`config.mk`:
```
export PLATFORM = sky130hd
export DESIGN_NAME = imm_encoder
export DESIGN_NICKNAME = d
export VERILOG_FILES = /design/src/rtl/riscv_pkg.sv /design/src/rtl/imm_pack.sv /design/src/rtl/imm_encoder.sv
export SDC_FILE = /design/constraint.sdc
export NUM_CORES = 1
export LEC_CHECK = 0
export CAP_MARGIN = 20
export CORE_ASPECT_RATIO = 0.8
export CORE_MARGIN = 8
export CORE_UTILIZATION = 30
export DETAILED_ROUTE_END_ITERATION = 12
export GPL_TIMING_DRIVEN = 0
export PLACE_DENSITY = 0.52
export SLEW_MARGIN = 0
export SYNTH_ARGS = -nofsm -noshare
export SYNTH_HDL_FRONTEND = slang
export SYNTH_SLANG_ARGS = --single-unit
```
`constraint.sdc`:
```
create_clock -name clk -period 2.8 [get_ports clk]
set_clock_uncertainty 0.05 [all_clocks]
set_input_delay 0.28 -clock clk [delete_from_list [all_inputs] [get_ports clk]]
set_output_delay 0.28 -clock clk [all_outputs]
set_load 0.01 [all_outputs]
```
`src/rtl/riscv_pkg.sv`:
```
// Shared RISC-V definitions: immediate source selectors and encoder result payload.
package riscv_pkg;

    localparam int unsigned XLEN     = 32;
    localparam int unsigned IMMSRC_W = 3;

    typedef logic [IMMSRC_W-1:0] immsrc_t;

    localparam immsrc_t IMM_I  = 3'b001;
    localparam immsrc_t IMM_S  = 3'b010;
    localparam immsrc_t IMM_B  = 3'b011;
    localparam immsrc_t IMM_J  = 3'b100;
    localparam immsrc_t IMM_U  = 3'b110;
    localparam immsrc_t IMM_SH = 3'b111;

    // Packed instruction plus round-trip check flags
    typedef struct packed {
        logic [XLEN-1:0] instr;
        logic            err_range;
        logic            err_align;
        logic            err_src;
    } enc_res_t;

endpackage : riscv_pkg

```
`src/rtl/imm_pack.sv`:
```
// Combinational immediate packer: scatters imm into the selected format's
// instruction fields over a template and flags values the decoder cannot
// reproduce.
module imm_pack
    import riscv_pkg::*;
#(
    parameter bit ZERO_ON_ERR = 1'b0
) (
    input  logic [XLEN-1:0] imm,
    input  immsrc_t         immsrc,
    input  logic [XLEN-1:0] tmpl,
    output logic [XLEN-1:0] instr_c,
    output logic            err_range_c,
    output logic            err_align_c,
    output logic            err_src_c
);

    logic [XLEN-1:0] fld;

    // Range / alignment / selector checks; a bit range is representable when it is all-equal
    always_comb begin
        err_range_c = 1'b0;
        err_align_c = 1'b0;
        err_src_c   = 1'b0;
        case (immsrc)
            IMM_I, IMM_S: err_range_c = !((&imm[31:11]) || !(|imm[31:11]));
            IMM_B: begin
                err_range_c = !((&imm[31:12]) || !(|imm[31:12]));
                err_align_c = imm[0];
            end
            IMM_J: begin
                err_range_c = !((&imm[31:20]) || !(|imm[31:20]));
                err_align_c = imm[0];
            end
            IMM_U:   err_range_c = |imm[11:0];
            IMM_SH:  err_range_c = !((&imm[31:4]) || !(|imm[31:4]));
            default: err_src_c = 1'b1;
        endcase
    end

    // Field scatter; an unsupported selector leaves the template untouched
    always_comb begin
        instr_c = tmpl;
        fld     = (ZERO_ON_ERR && (err_range_c || err_align_c)) ? '0 : imm;
        case (immsrc)
            IMM_I: instr_c[31:20] = fld[11:0];
            IMM_S: begin
                instr_c[31:25] = fld[11:5];
                instr_c[11:7]  = fld[4:0];
            end
            IMM_B: begin
                instr_c[31]    = fld[12];
                instr_c[7]     = fld[11];
                instr_c[30:25] = fld[10:5];
                instr_c[11:8]  = fld[4:1];
            end
            IMM_J: begin
                instr_c[31]    = fld[20];
                instr_c[19:12] = fld[19:12];
                instr_c[20]    = fld[11];
                instr_c[30:21] = fld[10:1];
            end
            IMM_U:   instr_c[31:12] = fld[31:12];
            IMM_SH:  instr_c[24:20] = fld[4:0];
            default: instr_c = tmpl;
        endcase
    end

endmodule : imm_pack

```
`src/rtl/imm_encoder.sv`:
```
// Two-stage valid/ready immediate encoder with saturating error-beat counter.
module imm_encoder
    import riscv_pkg::*;
#(
    parameter int unsigned CNT_W       = 8,
    parameter bit          ZERO_ON_ERR = 1'b0
) (
    input  logic             clk,
    input  logic             rst_n,
    input  logic             in_valid,
    output logic             in_ready,
    input  logic [XLEN-1:0]  in_imm,
    input  immsrc_t          in_immsrc,
    input  logic [XLEN-1:0]  in_tmpl,
    output logic             out_valid,
    input  logic             out_ready,
    output logic [XLEN-1:0]  out_instr,
    output logic             out_err_range,
    output logic             out_err_align,
    output logic             out_err_src,
    output logic [CNT_W-1:0] err_cnt,
    input  logic             err_cnt_clr
);

    enc_res_t pack_c;
    enc_res_t s1_q;
    enc_res_t s2_q;
    logic     s1_valid;
    logic     s2_valid;
    logic     s1_adv;
    logic     s2_adv;
    logic     err_beat;

    imm_pack #(
        .ZERO_ON_ERR(ZERO_ON_ERR)
    ) u_pack (
        .imm        (in_imm),
        .immsrc     (in_immsrc),
        .tmpl       (in_tmpl),
        .instr_c    (pack_c.instr),
        .err_range_c(pack_c.err_range),
        .err_align_c(pack_c.err_align),
        .err_src_c  (pack_c.err_src)
    );

    // Handshake: a stage advances when the next one is empty or draining
    assign s2_adv   = !s2_valid || out_ready;
    assign s1_adv   = s1_valid && s2_adv;
    assign in_ready = !s1_valid || s2_adv;
    assign err_beat = s2_valid && out_ready
                      && (s2_q.err_range || s2_q.err_align || s2_q.err_src);

    // Stage 1: capture the packed result of an accepted request
    always_ff @(posedge clk or negedge rst_n) begin
        if (!rst_n) begin
            s1_valid <= 1'b0;
            s1_q     <= '0;
        end else if (in_ready) begin
            s1_valid <= in_valid;
            if (in_valid) s1_q <= pack_c;
        end
    end

    // Stage 2: output register, holds while stalled
    always_ff @(posedge clk or negedge rst_n) begin
        if (!rst_n) begin
            s2_valid <= 1'b0;
            s2_q     <= '0;
        end else if (s2_adv) begin
            s2_valid <= s1_valid;
            if (s1_adv) s2_q <= s1_q;
        end
    end

    // Error-beat counter: clear wins, saturates at all-ones
    always_ff @(posedge clk or negedge rst_n) begin
        if (!rst_n) begin
            err_cnt <= '0;
        end else if (err_cnt_clr) begin
            err_cnt <= '0;
        end else if (err_beat && (err_cnt != {CNT_W{1'b1}})) begin
            err_cnt <= err_cnt + CNT_W'(1);
        end
    end

    assign out_valid     = s2_valid;
    assign out_instr     = s2_q.instr;
    assign out_err_range = s2_q.err_range;
    assign out_err_align = s2_q.err_align;
    assign out_err_src   = s2_q.err_src;

endmodule : imm_encoder

```
# --- After elaboration in Yosys (flattened, before gate mapping) ---
# Cells that the tools add are included.
word_totals:
  elab_cells: 67
  inputBits: 72
  register_bits: 80
op_classes:
  n_reduce_logical: 39
  eq_ne: 7
  muxes: 9
  n_addsub: 1
ops:
  columns: ["cell", "n"]
  rows:
  - ["$pmux 7 s4", 1]
  - ["$reduce_and 28->1", 1]
  - ["$reduce_or 28->1", 1]
  - ["$mux 8", 3]
  - ["$reduce_or 12->1", 2]
  - ["$reduce_and 21->1", 1]
  - ["$reduce_or 21->1", 1]
  - ["$reduce_and 20->1", 1]
  - ["$reduce_or 20->1", 1]
  - ["$pmux 5 s3", 1]
  - ["$reduce_and 12->1", 1]
  - ["$logic_not 1->1", 10]
  - ["$pmux 5 s2", 1]
  - ["$eq 3x3->1 const B", 3]
  - ["$add 8x1->8 const B", 1]
  - ["$logic_or 1x1->1", 8]
  - ["$ne 8x8->1 const B", 1]
  - ["$reduce_or 2->1", 4]
  - ["$eq 3x2->1 const B", 2]
  - ["$reduce_or 6->1", 1]
  - ["$pmux 1 s5", 1]
  - ["$logic_and 1x1->1", 4]
  - ["$reduce_and 2->1", 2]
  - ["$eq 3x1->1 const B", 1]
  - ["other kinds (2)", 3]

# --- Longest topological paths before layout ---
logic_depth:
  ltp_word: 6
  ltp_mapped: 7
  depth_no_buf: 6

# --- Hierarchy ---
# A second synthesis with hierarchy kept.
unflattened:
  hier_cells: 342
  area_unflattened_um2: 4187.8
by_module_without_submodules:
  columns: ["module", "area_per_inst_um2", "instances", "cells_per_inst"]
  rows:
  - ["imm_encoder", 3095.5, 1, 196]
  - ["imm_pack", 1092.3, 1, 146]

# --- Least setup slack after synthesis ---
# OpenSTA, ideal clock, no wires.
synth_timing:
  path_kind: "register to register"
  from: "register s2_valid, in the netlist out_valid"
  to: "register s1_q[2] in the netlist's numbering"
  path_slack_ns: 1.258
  stages_incl_launch_ff: 6
  t_required_ns: 2.621
  t_arrival_ns: 1.363
  setup_ns: 0.129
  path_cell_list: "dfrtp_1 -> nand3b_1 -> nand2_2 -> or4bb_1 -> o21ai_0 -> a31oi_1"
synth_between:
  elab_chain_len: 4
synth_rtl:
  columns: ["element", "line", "text"]
  rows:
  - ["from (decl)", "imm_encoder.sv:29", "logic s2_valid;"]
  - ["from (signal assigned)", "imm_encoder.sv:70", "s2_valid <= s1_valid;"]
  - ["$logic_not 1->1", "imm_encoder.sv:47", "assign s2_adv = !s2_valid || out_ready;"]
  - ["$logic_or 1x1->1", "imm_encoder.sv:47", null]
  - ["$logic_or 1x1->1", "imm_encoder.sv:49", "assign in_ready = !s1_valid || s2_adv;"]
  - ["via in_ready", "imm_encoder.sv:11", "output logic in_ready,"]
  - ["$reduce_and 2->1 (no source line)", null, null]
  - ["to (signal assigned)", "imm_encoder.sv:60", "if (in_valid) s1_q <= pack_c;"]
  - ["to (decl)", "imm_encoder.sv:26", "enc_res_t s1_q;"]
# The timed path passes the listed nets, and every way through them passes these cells.
# A chain may end at the register's enable or synchronous reset.

# --- Worst setup path in the final report ---
layout_timing:
  from: "input out_ready"
  to: "output in_ready"
layout_between:
  elab_chain_len: 2
layout_rtl:
  columns: ["element", "line", "text"]
  rows:
  - ["from (decl)", "imm_encoder.sv:16", "input logic out_ready,"]
  - ["$logic_or 1x1->1", "imm_encoder.sv:47", null]
  - ["$logic_or 1x1->1", "imm_encoder.sv:49", null]
  - ["to (decl)", "imm_encoder.sv:11", null]
# Every way passes these cells.

==> metrics <==
syn_area_per_cell roughly 11 sq um; Final ANT Viol Nets 0; chip width 146 um; syn_nets between 400 and 500; Fillers 1314; max cap viols 0; clock latency at the later pin of the worst-skew pair 0.33 ns; r2r setup slk 1.11 ns; Setup crit end kind output port; final instance area 5760 sq um; WL/cell 18.1 um; CP endpoint in_ready; Post-DP HPWL roughly 9500 um; ys async rst share 100%; CTS Buf Count 9; Die ar. between 15000 and 20000 sq um; CTS tree done; H-tree depth 3; Sink Count 80; Reg area ~2000 sq um; antenna violations before repair 0; total gr overflow 0; detailed router's first-iteration violation count roughly 140; I/O Buffers about 110; DRT Wirelength roughly 12000 um; Mapped Area a little over 4000 sq um; Slowest-stage cell, CP clkdlybuf4s50_1; CTS hold repair buffers 1; IO Count 117; total power about 3.6 mW; layout cells sized above 1 between 15 and 20%; crit-path max FO 3; crit path time final 1.84 ns; vias approximately 3400; CP delay by family, top buffers and inverters; Pre-antenna DRT Iters 4; final core utilization around 43%; FF-to-FF End out_instr[9]$_DFFE_PN0P_; Synth-to-Final Area Change 41.8%; status complete, no violations; global-route wire length before repair roughly 20000 um; Placed Area around 5400 sq um; CP startpoint kind input port; vias per inst slightly below 5; cell row count 38; overall global routing resource usage around 14%; number of synthesized flops with an enable pin 0; most frequent cells in the layout clkdlybuf4s50_1, dfrtp_1, mux2_2; Worst Reg2Reg Path Length in Cells 4; yosys warns 0; Seq cells post-synth 80; multi-input logic area 1900 sq um; most frequent CP cell clkdlybuf4s50_1; Critical path origin out_ready; Residual DRC 0; Slew @ Worst Pin about 0.61 ns; peak supply drop ~0.28 mV; PD cells around 630 nW/um^2; Leakage Power 2.39 nW; final setup violating endpoints 0; Ant. Diodes 0; Tcrit/Tclk final between 60 and 70%; postcts setup bufs 0; Starting Density between 30 and 40%; RSZ-0062 raised after global routing false; nets@finish 575; clock tree buffer depth 2; Unique masters post-synth 42; crit path kind input port to output port; Clock transition at path regs 0.06 ns; HP Class input port to register; Peak Freq 0.543 GHz; WP buf/inv 2; die height 120 um; worst r2r src out_valid$_DFFE_PN0N_; largest net degree at the start of global routing between 70 and 80; max-slew violations 0; Synth Instances about 380; # resized after CTS 0; Relative slew margins between 50% and 60%; ys flop type dfrtp_1; Hold Vio Cnt, Final 0; GP Congestion between 0.8 and 0.9; crit-path cells clkdlybuf4s50_1 -> nand3b_1 -> clkdlybuf4s50_1; core area ~13000 sq um; CP arrival about 1.5 ns; worst endpoint required time roughly 2.5 ns; root buf cell clkbuf_16; Worst path max stage delay between 0.5 and 0.6 ns; vias in the first global route ~3500; Worst path depth 3; post-synthesis sequential area ratio roughly half; most common cell after layout, fill and taps aside clkdlybuf4s50_1
## cell families (layout without fill, tap and decap cells)
group / count (synthesis) / count (layout) / share of synthesized area, %
AO/OA/AOI/OAI: 78 / 78 / 12.7
XOR/XNOR: 6 / 6 / 1.29
adder cells (fa/ha/maj): 1 / 1 / 0.308
buffers and inverters: 30 / 161 / 3.79
flip-flops: 80 / 80 / 49.3
multiplexers: 73 / 73 / 19.3
AND/OR/NAND/NOR: 108 / 108 / 13.3
## registers in the layout (all words and copies together), names as in the netlist
signal,flops
err_cnt,8
out_err_src,1
out_valid,1
s1_q,35
out_err_range,1
s1_valid,1
out_instr,32
out_err_align,1
## metal layers
metal | track usage [%] | vias to the layer above | part of all wire (%)
met3 | 5.61 | 6 | 7.8
met4 | 3.53 | 0 | 0.43
met5 | 0 | - | 0
met1 | 18.3 | 1634 | 47
met2 | 22.0 | 109 | 45
li1 | - | 1633 | -
## cell type report
cell class | instances | share of cell area (%)
flip-flops and latches | 80 | 34.8
multi-input cells | 266 | 33.1
repair buffers | 115 | 20.3
clock buffers | 10 | 4.15
well taps | 180 | 3.91
plain buffers | 27 | 2.48
clock inverters | 6 | 1.17
inverters | 3 | 0.196
## how the worst min path moves through the flow
stage,start,to,slack (ns),depth (start not counted)
after floorplan,rst_n,err_cnt[0]$_DFFE_PN0P_,-0.07,0
after global placement,s1_q[15]$_DFFE_PN0P_,s1_q[15]$_DFFE_PN0P_,0.41,2
after detailed placement,rst_n,out_instr[10]$_DFFE_PN0P_,0.08,1
after CTS,err_cnt_clr,err_cnt[0]$_DFFE_PN0P_,0.25,2
after global routing,rst_n,out_instr[10]$_DFFE_PN0P_,0.26,2
final,err_cnt_clr,err_cnt[0]$_DFFE_PN0P_,0.26,2
## per-stage QoR
| stage | TNS (ns) | std cells | setup WS, ns | hold WS (ns) |
|---|---|---|---|---|
| after floorplan | 0 | 376 | 1.26 | -0.0656 |
| after global placement | -114.09 | 669 | -1.44 | 0.407 |
| final | 0 | 687 | 0.959 | 0.260 |
| after CTS | 0 | 687 | 0.954 | 0.247 |
| after global routing | 0 | 687 | 0.889 | 0.256 |
| after detailed placement | 0 | 670 | 0.610 | 0.0775 |
## report_power, final
part	internal, mW	switching [mW]
sequential	1.37	0.119
clock	0.718	0.479
combinational	0.548	0.399
total	2.64	0.997
## cells in the mapped netlist, types with 5 or more instances
| cell | count | area share (%) |
|---|---|---|
| mux2_2 | 43 | 12 |
| a2111oi_0 | 6 | 1.3 |
| o22ai_1 | 7 | 1.1 |
| buf_4 | 7 | 1.3 |
| nand2b_1 | 8 | 1.2 |
| nor3_1 | 5 | 0.62 |
| nor4_1 | 6 | 0.92 |
| a221o_1 | 7 | 1.7 |
| nor2b_1 | 12 | 1.8 |
| nand3_1 | 5 | 0.62 |
| dfrtp_1 | 80 | 49 |
| clkbuf_1 | 5 | 0.46 |
| mux2i_1 | 30 | 7.4 |
| a211oi_1 | 5 | 0.92 |
| nand4_1 | 8 | 1.2 |
| xnor2_1 | 5 | 1.1 |
| buf_2 | 12 | 1.5 |
| o21ai_0 | 32 | 3.9 |
| nand2_1 | 39 | 3.6 |
| a21oi_1 | 10 | 1.2 |
| nor2_1 | 17 | 1.6 |
## worst reg2reg max path, stage by stage (launching register included)
cell and delay (ns):
dfrtp_1 0.38, nand2b_1 0.09, nand2_1 0.32, buf_2 0.36, mux2_2 0.38
No activity file was read; power rests on OpenSTA's default activity.
